==> config.mk <==
export PLATFORM = sky130hd
export DESIGN_NAME = bp_me_stream_arb
export DESIGN_NICKNAME = d
export VERILOG_FILES = /design/src/rtl/bp_me_pkg.sv /design/src/rtl/bp_me_rr_pick.sv /design/src/rtl/bp_me_stream_arb.sv
export SDC_FILE = /design/constraint.sdc
export NUM_CORES = 1
export LEC_CHECK = 0
export ABC_AREA = 1
export CORE_AREA = 2 2 150 152
export CTS_BUF_LIST = sky130_fd_sc_hd__clkbuf_8
export CTS_CLUSTER_DIAMETER = 60
export CTS_CLUSTER_SIZE = 24
export DETAILED_ROUTE_END_ITERATION = 10
export DIE_AREA = 0 0 152 154
export GPL_TIMING_DRIVEN = 0
export SYNTH_ARGS = -nofsm -noshare
export SYNTH_HDL_FRONTEND = slang
export SYNTH_SLANG_ARGS = --single-unit
export TNS_END_PERCENT = 30
==> constraint.sdc <==
create_clock -name clk_i -period 1.75 [get_ports clk_i]
set_input_delay 0.525 -clock clk_i [delete_from_list [all_inputs] [get_ports clk_i]]
set_output_delay 0.525 -clock clk_i [all_outputs]
set_load 0.005 [all_outputs]
==> src/rtl/bp_me_pkg.sv <==
// Shared types for the memory-end stream blocks: message header layout,
// default widths and the stream arbiter state encoding.
package bp_me_pkg;

    localparam int paddr_width_gp     = 40;
    localparam int lce_id_width_gp    = 8;
    localparam int lce_assoc_gp       = 8;
    localparam int dword_width_gp     = 64;
    localparam int cce_block_width_gp = 512;

    typedef struct packed {
        logic [3:0]                      msg_type;
        logic [3:0]                      subop;
        logic [paddr_width_gp-1:0]       addr;
        logic [2:0]                      size;
        logic [lce_id_width_gp-1:0]      lce_id;
        logic [$clog2(lce_assoc_gp)-1:0] way_id;
    } bp_bedrock_xce_mem_msg_header_s;

    localparam int xce_mem_msg_header_width_gp = $bits(bp_bedrock_xce_mem_msg_header_s);

    typedef enum logic {
        e_idle = 1'b0,
        e_lock = 1'b1
    } bp_me_stream_arb_state_e;

endpackage

==> src/rtl/bp_me_rr_pick.sv <==
// Rotate-priority picker: first set bit of v_i at or above start_i, wrapping
// past the top entry back to 0. Purely combinational.
module bp_me_rr_pick
#(
    parameter int num_p    = 2,
    parameter int lg_num_p = $clog2(num_p)
)(
    input  logic [num_p-1:0]    v_i,
    input  logic [lg_num_p-1:0] start_i,
    output logic [num_p-1:0]    grant_oh_o,
    output logic [lg_num_p-1:0] grant_id_o,
    output logic                v_o
);

    logic [lg_num_p:0]   idx_w;
    logic [lg_num_p-1:0] idx;

    // Scan upward from start_i; the extra bit in idx_w handles the wrap for
    // non-power-of-two counts. With nothing valid the index rests on start_i.
    always_comb begin
        grant_oh_o = '0;
        grant_id_o = start_i;
        v_o        = 1'b0;
        idx_w      = '0;
        idx        = '0;
        for (int i = 0; i < num_p; i++) begin
            idx_w = {1'b0, start_i} + (lg_num_p+1)'(i);
            if (idx_w >= (lg_num_p+1)'(num_p))
                idx_w = idx_w - (lg_num_p+1)'(num_p);
            idx = idx_w[lg_num_p-1:0];
            if (!v_o && v_i[idx]) begin
                v_o             = 1'b1;
                grant_id_o      = idx;
                grant_oh_o[idx] = 1'b1;
            end
        end
    end

endmodule

==> src/rtl/bp_me_stream_arb.sv <==
// Message-granular round-robin merge of several BedRock streams onto one.
// A grant, once a beat has been offered, is held until that requester's last
// beat is accepted, so messages never interleave and a stalled beat is stable.
//
//   state  | meaning
//   -------+-----------------------------------------------------------
//   e_idle | no grant held; rotate-pick from rr_ptr_r each cycle
//   e_lock | only lock_id_r is passed until its last beat is accepted
module bp_me_stream_arb
    import bp_me_pkg::*;
#(
    parameter  int stream_data_width_p         = dword_width_gp,
    parameter  int block_width_p               = cce_block_width_gp,
    parameter  int num_inputs_p                = 2,
    localparam int lg_inputs_lp                = $clog2(num_inputs_p),
    localparam int xce_mem_msg_header_width_lp = xce_mem_msg_header_width_gp
)(
    input  logic                                                 clk_i,
    input  logic                                                 reset_n_i,
    input  logic [num_inputs_p*xce_mem_msg_header_width_lp-1:0]  in_header_i,
    input  logic [num_inputs_p*stream_data_width_p-1:0]          in_data_i,
    input  logic [num_inputs_p-1:0]                              in_v_i,
    input  logic [num_inputs_p-1:0]                              in_last_i,
    output logic [num_inputs_p-1:0]                              in_ready_and_o,
    output logic [xce_mem_msg_header_width_lp-1:0]               out_header_o,
    output logic [stream_data_width_p-1:0]                       out_data_o,
    output logic                                                 out_v_o,
    output logic                                                 out_last_o,
    input  logic                                                 out_ready_and_i,
    output logic [lg_inputs_lp-1:0]                              grant_id_o,
    output logic                                                 locked_o,
    output logic                                                 err_o
);

    localparam int hw_lp           = xce_mem_msg_header_width_lp;
    localparam int dw_lp           = stream_data_width_p;
    localparam int stream_words_lp = block_width_p / stream_data_width_p;
    localparam int cnt_w_lp        = $clog2(stream_words_lp) + 1;

    localparam logic [lg_inputs_lp-1:0] last_id_lp = lg_inputs_lp'(num_inputs_p - 1);
    localparam logic [cnt_w_lp-1:0]     words_lp   = cnt_w_lp'(stream_words_lp);

    bp_me_stream_arb_state_e state_r, state_n;

    logic [lg_inputs_lp-1:0] rr_ptr_r, rr_ptr_n;
    logic [lg_inputs_lp-1:0] lock_id_r, lock_id_n;
    logic [cnt_w_lp-1:0]     beat_cnt_r, beat_cnt_n;
    logic                    err_r, err_n;

    logic [num_inputs_p-1:0] pick_oh;
    logic [lg_inputs_lp-1:0] pick_id;
    logic                    pick_v;
    logic [num_inputs_p-1:0] sel_oh;
    logic [lg_inputs_lp-1:0] grant_id;
    logic                    acc;
    logic                    acc_last;

    function automatic logic [lg_inputs_lp-1:0] wrap_inc(input logic [lg_inputs_lp-1:0] id);
        return (id == last_id_lp) ? '0 : id + lg_inputs_lp'(1);
    endfunction

    bp_me_rr_pick #(
        .num_p (num_inputs_p)
    ) pick (
        .v_i        (in_v_i),
        .start_i    (rr_ptr_r),
        .grant_oh_o (pick_oh),
        .grant_id_o (pick_id),
        .v_o        (pick_v)
    );

    // Select source: the held lock, or the fresh rotate-pick while idle.
    always_comb begin
        sel_oh   = pick_oh;
        grant_id = pick_id;
        out_v_o  = pick_v;
        if (state_r == e_lock) begin
            grant_id = lock_id_r;
            out_v_o  = in_v_i[lock_id_r];
            for (int i = 0; i < num_inputs_p; i++)
                sel_oh[i] = (lock_id_r == lg_inputs_lp'(i));
        end
    end

    // One-hot AND-OR mux of the selected input onto the output stream.
    always_comb begin
        out_header_o = '0;
        out_data_o   = '0;
        out_last_o   = 1'b0;
        for (int i = 0; i < num_inputs_p; i++) begin
            if (sel_oh[i]) begin
                out_header_o = out_header_o | in_header_i[i*hw_lp +: hw_lp];
                out_data_o   = out_data_o   | in_data_i[i*dw_lp +: dw_lp];
                out_last_o   = out_last_o   | in_last_i[i];
            end
        end
    end

    // Gating with out_v_o keeps all ready bits low when nothing is offered.
    assign in_ready_and_o = sel_oh & {num_inputs_p{out_ready_and_i & out_v_o}};
    assign acc            = out_v_o & out_ready_and_i;
    assign acc_last       = acc & out_last_o;

    // Next-state: lock on any offered beat that does not finish its message.
    always_comb begin
        state_n   = state_r;
        rr_ptr_n  = rr_ptr_r;
        lock_id_n = lock_id_r;
        case (state_r)
            e_idle: begin
                if (acc_last) begin
                    rr_ptr_n = wrap_inc(grant_id);
                end else if (out_v_o) begin
                    state_n   = e_lock;
                    lock_id_n = grant_id;
                end
            end
            e_lock: begin
                if (acc_last) begin
                    state_n  = e_idle;
                    rr_ptr_n = wrap_inc(lock_id_r);
                end
            end
            default: state_n = e_idle;
        endcase
    end

    // Beat counter saturates at the block limit; overrunning it flags err.
    always_comb begin
        beat_cnt_n = beat_cnt_r;
        err_n      = err_r;
        if (acc_last) begin
            beat_cnt_n = '0;
        end else if (acc) begin
            if (beat_cnt_r != words_lp)
                beat_cnt_n = beat_cnt_r + cnt_w_lp'(1);
            if (beat_cnt_r >= words_lp - cnt_w_lp'(1))
                err_n = 1'b1;
        end
    end

    // State register.
    always_ff @(posedge clk_i or negedge reset_n_i) begin
        if (!reset_n_i)
            state_r <= e_idle;
        else
            state_r <= state_n;
    end

    // Pointer, lock index, beat counter and sticky error.
    always_ff @(posedge clk_i or negedge reset_n_i) begin
        if (!reset_n_i) begin
            rr_ptr_r   <= '0;
            lock_id_r  <= '0;
            beat_cnt_r <= '0;
            err_r      <= 1'b0;
        end else begin
            rr_ptr_r   <= rr_ptr_n;
            lock_id_r  <= lock_id_n;
            beat_cnt_r <= beat_cnt_n;
            err_r      <= err_n;
        end
    end

    assign grant_id_o = grant_id;
    assign locked_o   = (state_r == e_lock);
    assign err_o      = err_r;

endmodule

Yosys cells after proc, flatten, opt, wreduce, memory -nomap -nowiden
Index checks and enable logic that the tools add are counted.
Word-level totals
  register bits: 8
  input port bits: 259
Operators by class
  add/sub/neg operators: 6
  bitwise operators: 10
  multiplexer cells: 39
  $lt $le $gt $ge: 8
  reduce and logical (&&, ||, !) cells: 10
  equal/unequal tests: 3
Operators with widths (number)
  2-to-1 mux 64 bit: 2
  2-to-1 mux 62 bit: 2
  bitwise OR 64 bit: 1
  bitwise OR 62 bit: 1
  2-to-1 mux 1 bit: 25
  2-to-1 mux 4 bit: 3
  < comparator 1 x 2 -> 1 bit, second input constant: 3
  2-to-1 mux 2 bit: 3
  AND reduction 3 bit: 2
  adder 4 x 1 -> 4 bit, second input constant: 1
  >= comparator 4 x 3 -> 1 bit, second input constant: 1
  != test 4 bit, second input constant: 1
  one-hot mux 1 bit (2 select lines): 2
  AND reduction 2 bit: 2
  nonzero test 2 bit: 2
  logical AND 1 bit: 3
  NOT 1 bit: 3
  adder 1 bit, second input constant: 2
  adder 1 x 1 -> 2 bit, second input constant: 1
  bitwise AND 1 bit: 2
  bitwise AND 2 bit: 1
  demux 1 bit (select 1 bit): 2
  >= comparator 1 bit, second input constant: 2
  >= comparator 1 x 2 -> 1 bit, second input constant: 1
  7 further kinds: 8

Depth between registers and ports, before layout
Gate-level depths: netlist of run 1.
  depth in word-level cells: 16
  depth in mapped cells: 10
  gate-level depth less buffers: 10

Hierarchy
Synthesis of run 1 repeated with hierarchy kept, for this count alone.
Second synthesis, totals
  cells, all modules: 514
  area total of the unflattened synthesis: 2696.3 µm²
Modules (own cells, without submodules)
  bp_me_stream_arb: area each 2660.1 µm², instances 1, cells each 505
  bp_me_rr_pick: area each 36.3 µm², instances 1, cells each 9

Worst setup path before layout of run 1
No wires, ideal clock.
  path kind: input-to-output
  from: input port in_v_i[1]
  to: output port out_data_o[0]
  setup slack: -77 ps
  stages: 7
  required time: 1225 ps
  arrival time: 1302 ps
  path through: inv_1 nor2_1 nand2_2 nand2_4 buf_4 buf_6 a22o_1
Between the ends
  word-level cells in the longest chain between the ends: 10
  elaborated cells on any way between the ends: 14
  classes of those cells: mux (10); bitwise (2); reduce/logical (2)
RTL lines
  from (decl): line bp_me_stream_arb.sv:22  | input logic [num_inputs_p-1:0] in_v_i,
  2-to-1 mux 1 bit (not written as such) (2 in series): line bp_me_rr_pick.sv:31  | if (!v_o && v_i[idx]) begin
  2-to-1 mux 1 bit: line bp_me_rr_pick.sv:31
  zero test 1 bit: line bp_me_rr_pick.sv:31
  logical AND 1 bit: line bp_me_rr_pick.sv:31
  2-to-1 mux 2 bit *: line bp_me_rr_pick.sv:31
  2-to-1 mux 2 bit *: line bp_me_stream_arb.sv:77  | if (state_r == e_lock) begin
  2-to-1 mux 64 bit: line bp_me_stream_arb.sv:91  | if (sel_oh[i]) begin
  bitwise OR 64 bit: line bp_me_stream_arb.sv:93  | out_data_o = out_data_o | in_data_i[i*dw_lp +: dw_lp];
  2-to-1 mux 64 bit *: line bp_me_stream_arb.sv:91
  to (decl): line bp_me_stream_arb.sv:26  | output logic [stream_data_width_p-1:0] out_data_o,
Mark *: on every way between the ends. The rest lies on a longest branch, timed or not. The select of a mux whose other input is x is not followed.

Worst setup path in the final report of run 1
  from: register state_r, in the netlist locked_o
  to: output port out_data_o[1]
Between the ends
  word-level cells in the longest chain between the ends: 4
RTL lines
  from (decl): line bp_me_stream_arb.sv:43  | bp_me_stream_arb_state_e state_r, state_n;
  from (signal assigned): line bp_me_stream_arb.sv:145  | state_r <= e_idle;
  from (signal assigned): line bp_me_stream_arb.sv:147  | state_r <= state_n;
  2-to-1 mux 2 bit *: line bp_me_stream_arb.sv:77
  2-to-1 mux 64 bit: line bp_me_stream_arb.sv:91
  bitwise OR 64 bit: line bp_me_stream_arb.sv:93
  2-to-1 mux 64 bit *: line bp_me_stream_arb.sv:91
Mark *: on every way between the ends. The rest lies on a longest branch, timed or not.

==> results of run 1 <==
report_power, final:
part / switching [mW] / internal (mW)
sequential: 0.103 / 0.271
clock: 0.0700 / 0.149
combinational: 4.18 / 5.75
logic make-up (layout without fill, tap and decap cells):
group | count (synthesis) | in the layout | share of synthesized area, %
fa+ha+maj | 2 | 2 | 1.39
flops | 8 | 8 | 11.1
buf+inv | 37 | 488 | 12.2
simple gates | 46 | 47 | 11.7
compound gates | 132 | 132 | 63.1
xor+xnor | 1 | 1 | 0.487
routing by layer:
| layer | GRT usage [%] | wire length (um) | share of wire [%] |
|---|---|---|---|
| met5 | 0 | 0 | 0 |
| met4 | 1.07 | 111 | 0.58 |
| met1 | 18.9 | 8190 | 43 |
| met3 | 4.03 | 1270 | 6.6 |
| met2 | 26.5 | 9630 | 50 |
registers in the layout, indices dropped and copies added, names as in the netlist:
name	flops
beat_cnt_r	4
err_o	1
lock_id_r	1
locked_o	1
rr_ptr_r	1
synthesized netlist by cell type:
library cell	instances	area share, %
o21ai_0	1	0.28
buf_4	1	0.42
nor2_1	5	1.0
nand2_1	25	5.2
nand2_2	3	1.0
ha_1	2	1.4
buf_2	8	2.2
buf_6	9	5.6
a22o_1	126	61
a21oi_1	3	0.83
nor2_2	1	0.35
o21ai_1	1	0.28
dfrtp_1	8	11
clkbuf_1	8	1.7
xor2_1	1	0.49
nand3_1	10	2.8
inv_2	1	0.21
inv_1	10	2.1
nand2_4	2	1.3
o21bai_1	1	0.42
worst max-delay path: stages, from the launching register on:
cell     delay, ns
dfrtp_2       0.47
nand2_8       0.16
nand2_8       0.12
buf_8         0.17
buf_6         0.12
buf_6         0.12
a22o_1        0.24
buf_2         0.14
cell type report:
class / instances / area [um^2] / area share [%]
timing repair buffer: 448 / 4160 / 60.7
multi-input combinational: 182 / 1610 / 23.4
buffer: 25 / 414 / 6.04
tap: 280 / 350 / 5.11
sequential: 8 / 201 / 2.94
inverter: 11 / 70.1 / 1.02
clock buffer: 3 / 41.3 / 0.602
timing repair inverter: 1 / 11.3 / 0.164
metrics by stage:
| stage | cell area, um^2 | TNS (ns) |
|---|---|---|
| 6_report | 6860 | -59.53 |
| 5_1_grt | 6860 | -67.61 |
| 4_1_cts | 6710 | -61.42 |
| 3_5_place_dp | 6130 | -204.29 |
| 3_3_place_gp | 6130 | -206.41 |
| 2_1_floorplan | 1860 | -0.562 |
repair_timing:
action / 4_1_cts / 5_1_grt
pin swaps: 74 / 34
gates cloned: 12 / 1
buffers inserted: 41 / 6
setup endpoints to repair: 140 / 132
gates resized for setup: 600 / 51
path summary, 6_finish.rpt:
path / from / slack, ns / to / depth (start not counted)
max reg2reg: locked_o / 0.10 / beat_cnt_r[3] / 11
max: locked_o / -0.56 / out_data_o[1] / 7
min: err_o / 0.48 / err_o / 1
min in group asynchronous: reset_n_i / 0.58 / beat_cnt_r[1] / 1
min reg2reg: err_o / 0.48 / err_o / 1
max in group asynchronous: reset_n_i / 0.89 / locked_o / 1
==> impl_metrics.json, run 1 <==
{
  "status": "complete, but fails checks",
  "violations": "setup timing",
  "post-place-ws_ns": -1.67,
  "synth_cells": 226,
  "clockRootBuffer": "clkbuf_8",
  "avgRoutedWirePerCell_um": 20.1,
  "ir_drop_uv": 830,
  "fin_crit_sh_pct": 132,
  "final_core_util_pct": 31.6,
  "power_mw": 10.5,
  "instances_no_fill": 958,
  "critPathKind": "flip-flop to primary output",
  "start_util_pct": 8.30,
  "drive_gt1_share_pct": 36.1,
  "setup_ws_ns": -0.559,
  "setup_viol": 132,
  "grt_pass1_vias": 3999,
  "port_buffers": 391,
  "fp.coreArea_um2": 21700,
  "grt_max_degree": 11,
  "power_leakage_nw": 3.20,
  "cp_max_fo": 8,
  "clock_latency_ns": 0.23,
  "antennaDiodeCount": 0,
  "antenna_found_initial": 0,
  "cts_tree": "built",
  "clock-sinks": 8,
  "rows": 54,
  "grt_setup_unrepaired": "yes",
  "final_common_cell": "clkdlybuf4s50_1",
  "layout_common_cells": "clkdlybuf4s50_1, a22o_1, buf_2, buf_6",
  "die_area_um2": 23400,
  "max-cap-violations": 0,
  "drt-vias-per-instance": 4.05,
  "hpwl_um": 15100,
  "synth_cell_types": 20,
  "cts_max_level": 1,
  "n_fill_cell": 2275,
  "startpoint_type": "flip-flop",
  "area_growth_syn_to_layout_pct": 281,
  "synth_warnings": 0,
  "avgSynthCellArea_um2": 7.97,
  "place_congestion": 0.845,
  "holdWs_ns": 0.476,
  "wirelength_um": 19200,
  "cts_buffers": 3,
  "hold_class": "flip-flop to flip-flop",
  "syn_area_um2": 1800,
  "grt_pass1_wl_um": 27000,
  "place_inst": 897,
  "io_pins": 392,
  "ys_seq_elements": 8,
  "end_kind": "primary output",
  "maxSlewHeadroom_pct": 75.5,
  "min_period_ns": 2.31,
  "final_nets": 941,
  "drt_iter0_markers": 246,
  "die-height_um": 154,
  "ys_seq_area_share_pct": 11.1,
  "clk_pin_slew_ns": 0.04,
  "tightest_slew_ns": 0.366,
  "grt.total_usage_pct": 14.9,
  "drt_first_pass_iters": 4,
  "hold_viol": 0,
  "fin_skew_ns": 0.00346,
  "ant_nets": 0,
  "powerDensity_nw_per_um2": 1530,
  "holdBufCountCts": 0,
  "overflow": 0,
  "syn_nets": 487,
  "timing.fmax_ghz": 0.433,
  "vias": 3881,
  "drv_slew": 0,
  "clockBufferDepth": 2,
  "crit_required_ns": 1.22,
  "cp.arrival_ns": 1.78,
  "die-width_um": 152,
  "drc": 0
}
(Power assumes the default switching activity.)
==> run 2, diff against run 1 <==
Settings changed: RECOVER_POWER set to 25.
==> impl_metrics.json, run 2 (synthesis results as in run 1) <==
{
  "fin_crit_sh_pct": 132,
  "clockBufferDepth": 2,
  "rows": 54,
  "overflow": 0,
  "avgRoutedWirePerCell_um": 20.1,
  "hpwl_um": 15100,
  "io_pins": 392,
  "ir_drop_uv": 830,
  "drt_first_pass_iters": 4,
  "drive_gt1_share_pct": 36.1,
  "grt_setup_unrepaired": "yes",
  "antenna_found_initial": 0,
  "p_comb_share_pct": 94.4,
  "place_inst": 897,
  "p_seq_share_pct": 3.6,
  "setup_tns_ns": -59.53,
  "cp.arrival_ns": 1.78,
  "swShare_pct": 41.4,
  "setup_viol": 132,
  "grt_pass1_wl_um": 27000,
  "die_area_um2": 23400,
  "die-width_um": 152,
  "intPower_mw": 6.17,
  "clock-sinks": 8,
  "maxSlewHeadroom_pct": 75.2,
  "start_util_pct": 8.30,
  "grt_pass1_vias": 3999,
  "hold_depth": 1,
  "status": "complete, but fails checks",
  "startpoint_type": "flip-flop",
  "crit_required_ns": 1.22,
  "area_growth_syn_to_layout_pct": 281,
  "critPathKind": "flip-flop to primary output",
  "reg2reg_slack_ns": 0.10,
  "fin_skew_ns": 0.00346,
  "clk_pin_slew_ns": 0.04,
  "vias": 3881,
  "drt_iter0_markers": 246,
  "port_buffers": 391,
  "clock_latency_ns": 0.23,
  "final_common_cell": "clkdlybuf4s50_1",
  "min_period_ns": 2.31,
  "timing.fmax_ghz": 0.433,
  "regMostFlops": "beat_cnt_r",
  "holdBufCountCts": 0,
  "cp_max_fo": 8,
  "max-cap-violations": 0,
  "cts_buffers": 3,
  "power_mw": 10.5,
  "cts_tree": "built",
  "largest_reg_flops": 4,
  "ant_nets": 0,
  "instances_no_fill": 958,
  "hold_viol": 0,
  "power_leakage_nw": 3.20,
  "end_kind": "primary output",
  "p_switching_mw": 4.35,
  "drv_slew": 0,
  "clockRootBuffer": "clkbuf_8",
  "grt_max_degree": 11,
  "powerDensity_nw_per_um2": 1530,
  "die-height_um": 154,
  "antennaDiodeCount": 0,
  "ff2ff_path_depth": 11,
  "tightest_slew_ns": 0.371,
  "clockPowerShare_pct": 2.1,
  "final_nets": 941,
  "violations": "setup timing",
  "fp.coreArea_um2": 21700,
  "grt.total_usage_pct": 14.9,
  "hold_class": "flip-flop to flip-flop",
  "setup_ws_ns": -0.559,
  "drc": 0,
  "drt-vias-per-instance": 4.05,
  "layout_common_cells": "clkdlybuf4s50_1, a22o_1, buf_2, buf_6",
  "cts_max_level": 1,
  "final_core_util_pct": 31.6,
  "wirelength_um": 19200,
  "place_congestion": 0.845
}
run 2: cell count changes in the layout (fill, tap and decap cells not counted):
cell,change
clkdlybuf4s50_1,-1
dlygate4sd3_1,+1
run 2: area by class of cell:
class                           count  area, um^2
Fill cell                        2275       14800
Timing Repair Buffer              448        4160
Multi-Input combinational cell    182        1610
Buffer                             25         414
Tap cell                          280         350
Sequential cell                     8         201
Inverter                           11        70.1
Clock buffer                        3        41.3
Timing Repair inverter              1        11.3
run 2: per-layer routing:
metal	part of all wire [%]	vias up	global-route usage (%)
li1	-	1832	-
met1	43	1840	18.9
met2	50	199	26.5
met3	6.6	10	4.03
met4	0.58	0	1.07
met5	0	-	0
run 2: worst paths after layout:
check	startpoint	endpoint
hold / removal	err_o	err_o
setup / recovery	locked_o	out_data_o[1]
setup reg to reg	locked_o	beat_cnt_r[3]
hold reg to reg	err_o	err_o
min in group asynchronous	reset_n_i	beat_cnt_r[1]
max in group asynchronous	reset_n_i	locked_o
run 2: what timing repair did:
action | in CTS | in global routing
endpoints found under the hold margin | 0 | 0
setup buffers | 41 | 6
cloned | 12 | 1
pin swaps | 74 | 34
gates resized for setup | 600 | 51
endpoints found under the setup margin | 140 | 132
run 2: worst max-delay path, stage by stage, from the launching register on:
cell and delay [ns]:
dfrtp_2 0.47, nand2_8 0.16, nand2_8 0.12, buf_8 0.17, buf_6 0.12, buf_6 0.12, a22o_1 0.24, buf_2 0.14
run 2: per-stage QoR:
| step | setup WS, ns | area (um^2) | hold WS (ns) |
|---|---|---|---|
| after floorplan | -0.0140 | 1860 | 0.229 |
| after global placement | -1.70 | 6130 | 0.467 |
| after detailed placement | -1.67 | 6130 | 0.467 |
| after CTS | -0.605 | 6710 | 0.481 |
| after global routing | -0.611 | 6860 | 0.520 |
| final | -0.559 | 6860 | 0.476 |
run 2: power by group through the flow:
stage	clock [mW]	combinational [mW]	sequential, mW
after floorplan	0	3.18	0.340
after global routing	0.232	10.5	0.394
after global placement	0	8.11	0.357
after CTS	0.227	9.59	0.376
final	0.219	9.93	0.374
after detailed placement	0	8.01	0.360
